[src/rtl/adc_spi_pkg.sv]
// adc_spi_pkg: shared types and constants for the SPI ADC front end.
//   state_e      - frame sequencer states
//   DEF_*        - default parameter values
//   cnt_width()  - counter width helper (clog2 with a floor of 1)
package adc_spi_pkg;

    localparam int unsigned DEF_CLK_DIV    = 8;
    localparam int unsigned DEF_FRAME_BITS = 16;
    localparam int unsigned DEF_LEAD_BITS  = 3;
    localparam int unsigned DEF_DATA_BITS  = 8;

    typedef enum logic [1:0] {
        IDLE  = 2'd0,
        SETUP = 2'd1,
        SHIFT = 2'd2,
        HOLD  = 2'd3
    } state_e;

    // Width of a counter that must hold values 0..n-1
    function automatic int unsigned cnt_width(input int unsigned n);
        return (n <= 1) ? 1 : $clog2(n);
    endfunction

endpackage

[src/rtl/adc_spi_tick.sv]
// adc_spi_tick: SCLK half-period tick generator.
//   clk, rst_n - clock, synchronous active-low reset
//   en         - count enable; while low the count is held at zero
//   tick_c     - one-cycle pulse on every CLK_DIV-th enabled cycle
module adc_spi_tick
    import adc_spi_pkg::*;
#(
    parameter int unsigned CLK_DIV = DEF_CLK_DIV
) (
    input  logic clk,
    input  logic rst_n,
    input  logic en,
    output logic tick_c
);

    localparam int unsigned CW = cnt_width(CLK_DIV);

    logic [CW-1:0] cnt_q;
    logic [CW-1:0] cnt_d;

    // Count 0..CLK_DIV-1 while enabled, restart from zero on each enable
    always_comb begin
        cnt_d  = cnt_q;
        tick_c = 1'b0;
        if (!en) begin
            cnt_d = '0;
        end else if (cnt_q == CW'(CLK_DIV - 1)) begin
            tick_c = 1'b1;
            cnt_d  = '0;
        end else begin
            cnt_d = cnt_q + CW'(1);
        end
    end

    always_ff @(posedge clk) begin
        if (!rst_n) cnt_q <= '0;
        else        cnt_q <= cnt_d;
    end

endmodule

[src/rtl/adc_spi.sv]
// adc_spi: chip-select framed serial read from an 8-bit SPI ADC.
//   clk, rst_n - clock, synchronous active-low reset
//   sample     - one-cycle conversion request (ignored while busy)
//   data_in    - ADC serial data (MISO), changes on SCLK falling edges
//   DATA_OUT   - last completed conversion, held until the next one
//   dv         - one-cycle pulse when DATA_OUT updates
//   busy       - frame in progress
//   CS         - ADC chip select, active-low
//   SCLK       - ADC serial clock, idle low
module adc_spi
    import adc_spi_pkg::*;
#(
    parameter int unsigned CLK_DIV    = DEF_CLK_DIV,
    parameter int unsigned FRAME_BITS = DEF_FRAME_BITS,
    parameter int unsigned LEAD_BITS  = DEF_LEAD_BITS,
    parameter int unsigned DATA_BITS  = DEF_DATA_BITS
) (
    input  logic                 clk,
    input  logic                 rst_n,
    input  logic                 sample,
    input  logic                 data_in,
    output logic [DATA_BITS-1:0] DATA_OUT,
    output logic                 dv,
    output logic                 busy,
    output logic                 CS,
    output logic                 SCLK
);

    localparam int unsigned CW = cnt_width(2 * FRAME_BITS);

    localparam logic [1:0] ST_IDLE  = IDLE;
    localparam logic [1:0] ST_SETUP = SETUP;
    localparam logic [1:0] ST_SHIFT = SHIFT;
    localparam logic [1:0] ST_HOLD  = HOLD;

    logic [1:0]           state_q,    state_d;
    logic [CW-1:0]        half_q,     half_d;
    logic [CW-1:0]        bit_q,      bit_d;
    logic [DATA_BITS-1:0] shreg_q,    shreg_d;
    logic [DATA_BITS-1:0] data_out_q, data_out_d;
    logic                 dv_q,       dv_d;
    logic                 busy_q,     busy_d;
    logic                 cs_q,       cs_d;
    logic                 sclk_q,     sclk_d;
    logic                 capture_c;
    logic                 in_window_c;
    logic                 tick_c;

    adc_spi_tick #(
        .CLK_DIV (CLK_DIV)
    ) u_tick (
        .clk    (clk),
        .rst_n  (rst_n),
        .en     (state_q != ST_IDLE),
        .tick_c (tick_c)
    );

    // Wrapping subtraction puts k < LEAD_BITS far above DATA_BITS
    assign in_window_c = (bit_q - CW'(LEAD_BITS)) < CW'(DATA_BITS);

    // Frame sequencer, SCLK generation and capture
    always_comb begin
        state_d    = state_q;
        half_d     = half_q;
        bit_d      = bit_q;
        shreg_d    = shreg_q;
        data_out_d = data_out_q;
        dv_d       = 1'b0;
        cs_d       = cs_q;
        sclk_d     = sclk_q;
        capture_c  = 1'b0;

        case (state_q)
            ST_IDLE: begin
                cs_d   = 1'b1;
                sclk_d = 1'b0;
                if (sample) begin
                    state_d = ST_SETUP;
                    cs_d    = 1'b0;
                    half_d  = '0;
                    bit_d   = '0;
                    shreg_d = '0;
                end
            end
            ST_SETUP: begin
                if (tick_c) begin
                    state_d   = ST_SHIFT;
                    sclk_d    = 1'b1;
                    capture_c = 1'b1;
                end
            end
            ST_SHIFT: begin
                // The rise on SHIFT entry is the first of 2*FRAME_BITS
                // half-periods; the tick after the last one ends the shift.
                if (tick_c) begin
                    if (half_q == CW'(2 * FRAME_BITS - 1)) begin
                        state_d = ST_HOLD;
                        sclk_d  = 1'b0;
                    end else begin
                        sclk_d    = ~sclk_q;
                        half_d    = half_q + CW'(1);
                        capture_c = ~sclk_q;
                    end
                end
            end
            ST_HOLD: begin
                if (tick_c) begin
                    state_d    = ST_IDLE;
                    cs_d       = 1'b1;
                    data_out_d = shreg_q;
                    dv_d       = 1'b1;
                end
            end
            default: begin
                state_d = ST_IDLE;
                cs_d    = 1'b1;
                sclk_d  = 1'b0;
            end
        endcase

        // Sample data_in at every edge that drives SCLK high
        if (capture_c) begin
            bit_d = bit_q + CW'(1);
            if (in_window_c) begin
                shreg_d = (shreg_q << 1) | DATA_BITS'(data_in);
            end
        end

        busy_d = (state_d != ST_IDLE);
    end

    always_ff @(posedge clk) begin
        if (!rst_n) begin
            state_q    <= ST_IDLE;
            half_q     <= '0;
            bit_q      <= '0;
            shreg_q    <= '0;
            data_out_q <= '0;
            dv_q       <= 1'b0;
            busy_q     <= 1'b0;
            cs_q       <= 1'b1;
            sclk_q     <= 1'b0;
        end else begin
            state_q    <= state_d;
            half_q     <= half_d;
            bit_q      <= bit_d;
            shreg_q    <= shreg_d;
            data_out_q <= data_out_d;
            dv_q       <= dv_d;
            busy_q     <= busy_d;
            cs_q       <= cs_d;
            sclk_q     <= sclk_d;
        end
    end

    assign DATA_OUT = data_out_q;
    assign dv       = dv_q;
    assign busy     = busy_q;
    assign CS       = cs_q;
    assign SCLK     = sclk_q;

endmodule

[config.mk]
export PLATFORM = sky130hd
export DESIGN_NAME = adc_spi
export DESIGN_NICKNAME = d
export VERILOG_FILES = /design/src/rtl/adc_spi_pkg.sv /design/src/rtl/adc_spi_tick.sv /design/src/rtl/adc_spi.sv
export SDC_FILE = /design/constraint.sdc
export NUM_CORES = 1
export LEC_CHECK = 0
export ABC_AREA = 1
export BUFFER_PORTS_ARGS = -buffer_cell sky130_fd_sc_hd__buf_2
export CORE_MARGIN = 5
export CORE_UTILIZATION = 52
export CTS_CLUSTER_SIZE = 24
export DETAILED_ROUTE_END_ITERATION = 10
export PLACE_DENSITY = 0.71
export SLEW_MARGIN = 15
export SYNTH_ARGS = -nofsm -noshare
export SYNTH_HDL_FRONTEND = slang
export SYNTH_SLANG_ARGS = --single-unit
[constraint.sdc]
create_clock -name clk -period 1.7 [get_ports clk]
set_clock_uncertainty 0.05 [all_clocks]
set_input_delay 0.34 -clock clk [delete_from_list [all_inputs] [get_ports clk]]
set_output_delay 0.34 -clock clk [all_outputs]
set_load 0.05 [all_outputs]
==> metrics.csv <==
metric,value,unit
port_buffers,15,
insertedDiodeCount,0,
rsz0062_at_grt,true,
ctsLongestPathBuffers,2,
max_freq,603,MHz
mappedNetlistNets,234,
seq_area_frac_synth,42.5,%
wl_per_cell,10.8,um
initial_core_util,54.1,%
timing.setup.critical_path_class,reg -> reg,
core-area,3050,um^2
avgViaCountPerCell,4.89,
gpl.final_weighted_congestion,0.859,
synth_async_reset_ratio,0,%
cp_cell_sequence,ha_4 -> and3_4 -> ha_4 -> nor2_4 -> nand2_2 -> nand2_2 -> nand3_4 -> inv_8 -> nand2_8 -> nor2_1 -> nor2_1,
synthToLayoutAreaGrowth,22.3,%
grt.met3_usage,4.25,%
boundaryPins,16,
gr-usage-met2,27.4,%
start_kind,flop,
fill_cells,282,
drt_wl_total,3.21,mm
post_route_cells_drive_above_1_share,24.9,%
pre_cts_slack,5.18,ps
cts_tree,done,
synth-edff-count,0,
postSynthAreaPerCell,7.47,um^2
postSynthCellCount,221,
finalNetCount,265,
layout.cells.most_common_list,"53 x sky130_fd_sc_hd__nand2_1, 33 x sky130_fd_sc_hd__dfxtp_1, 31 x sky130_fd_sc_hd__nor2_1",
outcome,"complete, no violations",
slew_at_the_pin_closest_to_its_max_slew_limit,276,ps
hold_viol_final,0,
vdd_ir_drop_max,0.682,mV
drv_slew,0,
final_common_cell,sky130_fd_sc_hd__nand2_1,
place.detailed.hpwl,2.37,mm
tritoncts.num_buffers,5,
reg2reg_depth,11,
synth_flop_cell,sky130_fd_sc_hd__dfxtp_1,
timing.max_slew.rel_slack,81.6,%
cts_root_buf,sky130_fd_sc_hd__clkbuf_4,
syn-cell-area,1650,um^2
layout_setup_ws,40.9,ps
post_cts_hold_buffer_count,0,
cap_violations,0,
element_type_at_the_critical_path_end,flop,
critPathArrivalTime,1850,ps
leakagePower,0.944,nW
vias,1451,
die-area,4400,um^2
finalCoreUtilization,66.1,%
grt-ovfl-total,0,
drcViolationCount,0,
worstHoldPathType,in -> reg,
insertion_delay,330,ps
drtIter0Drc,53,
synth.ff_latch_count,35,
grt-busiest-layer,met2,
p_per_area,800,nW/um^2
worst-path-max-fanout,9,
global_route.usage.met1,20.6,%
crit_slowest_cell,sky130_fd_sc_hd__dfxtp_2,
finalSetupViolCount,0,
yosys_warnings,0,
grt_pass1_wl,5.64,mm
finalCritPeriodShare,97.6,%
die_width,66.3,um
ant_nets,0,
holdPathStages,3,
number_of_h_tree_levels,2,
critical-path-max-stage-delay,350,ps
crit_required,1890,ps
grt_start_max_net_pins,13,
synth_cell_types,27,
globalRouteTotalUtil,16.7,%
placement_rows,20,
final_min_period,1660,ps
path_clk_slew,110,ps
die_h,66.3,um
detailed_routing_iteration_count_for_the_pre_antenna_repair_pass,4,
cts.sinks,35,
antenna_found_initial,0,
first_global_vias,1305,
## cell type report
cell class,count,area (um^2),share of cell area (%)
multi-input cells,157,903,44.8
flip-flops and latches,35,703,34.8
repair buffers,27,165,8.18
inverters,26,105,5.21
well taps,44,55.1,2.73
clock buffers,6,51.3,2.54
clock inverters,2,35.0,1.74
## cell usage after synthesis (2+ instances only)
cell                      instances  area [um^2]
sky130_fd_sc_hd__buf_6            2         22.5
sky130_fd_sc_hd__nor2_4           2         22.5
sky130_fd_sc_hd__nor2_1          34          128
sky130_fd_sc_hd__ha_1             9          113
sky130_fd_sc_hd__inv_1           24         90.1
sky130_fd_sc_hd__dfxtp_1         35          701
sky130_fd_sc_hd__a21oi_1         11         55.1
sky130_fd_sc_hd__o21ai_0         12         60.1
sky130_fd_sc_hd__a22o_1           4         35.0
sky130_fd_sc_hd__nand2_1         54          203
sky130_fd_sc_hd__nand2_2          4         25.0
sky130_fd_sc_hd__nand3_1         15         75.1
## critical path: cells and delay by family, from the launching register on
family / cells / cell delay [ps]
DFF: 1 / 350
and+or+nand+nor: 8 / 710
adders and majority gates: 2 / 330
buffers and inverters: 1 / 120
## flip-flops by register name, summed over array words and instances (netlist names), 2 cells and up
signal and count:
DATA_OUT 8, bit_q 5, half_q 5, shreg_q 8, state_q 2, u_tick.cnt_q 3
## power by group
group / switching [mW] / internal, mW
Clock: 0.272 / 0.348
Sequential: 0.00611 / 0.832
Combinational: 0.100 / 0.0554
Total: 0.379 / 1.24
## final timing paths
path / from / to / slack, ps
max: half_q[1]$_SDFFE_PN0P_ / shreg_q[1]$_SDFF_PN0_ / 40
min: data_in / shreg_q[0]$_SDFF_PN0_ / 190
max reg2reg: half_q[1]$_SDFFE_PN0P_ / shreg_q[1]$_SDFF_PN0_ / 40
min reg2reg: u_tick.cnt_q[0]$_SDFF_PP0_ / u_tick.cnt_q[0]$_SDFF_PP0_ / 390
## layer usage
metal | part of all wire [%] | vias to the layer above
li1 | - | 769
met1 | 49 | 646
met2 | 44 | 31
met3 | 5.5 | 5
met4 | 1.2 | 0
met5 | 0 | -
## stage by stage
stage / instances / setup TNS, ps / hold slack [ps] / power (mW) / instance area (um^2)
floorplan: 221 / 0 / 349 / 0.959 / 1680
global placement: 286 / 0 / 368 / 1.00 / 1860
detailed placement: 286 / 0 / 369 / 1.00 / 1860
CTS: 295 / 0 / 178 / 1.62 / 1960
global route: 297 / -806 / 181 / 1.68 / 2020
finish: 297 / 0 / 186 / 1.61 / 2020
## cell families after synthesis
kind of cell	Yosys count	share of synthesized area [%]
AO/OA/AOI/OAI	30	10.4
adder cells (fa/ha/maj)	9	6.82
flip-flops	35	42.5
XOR/XNOR	1	0.531
AND/OR/NAND/NOR	116	31.8
buffers and inverters	30	7.96
## repair_timing
item / CTS / global route
setup buffers: 1 / 1
pin swaps: 0 / 2
gates resized for setup: 3 / 11
cloned: 0 / 1
setup endpoints to repair: 6 / 19
(Power assumes the default switching activity.)
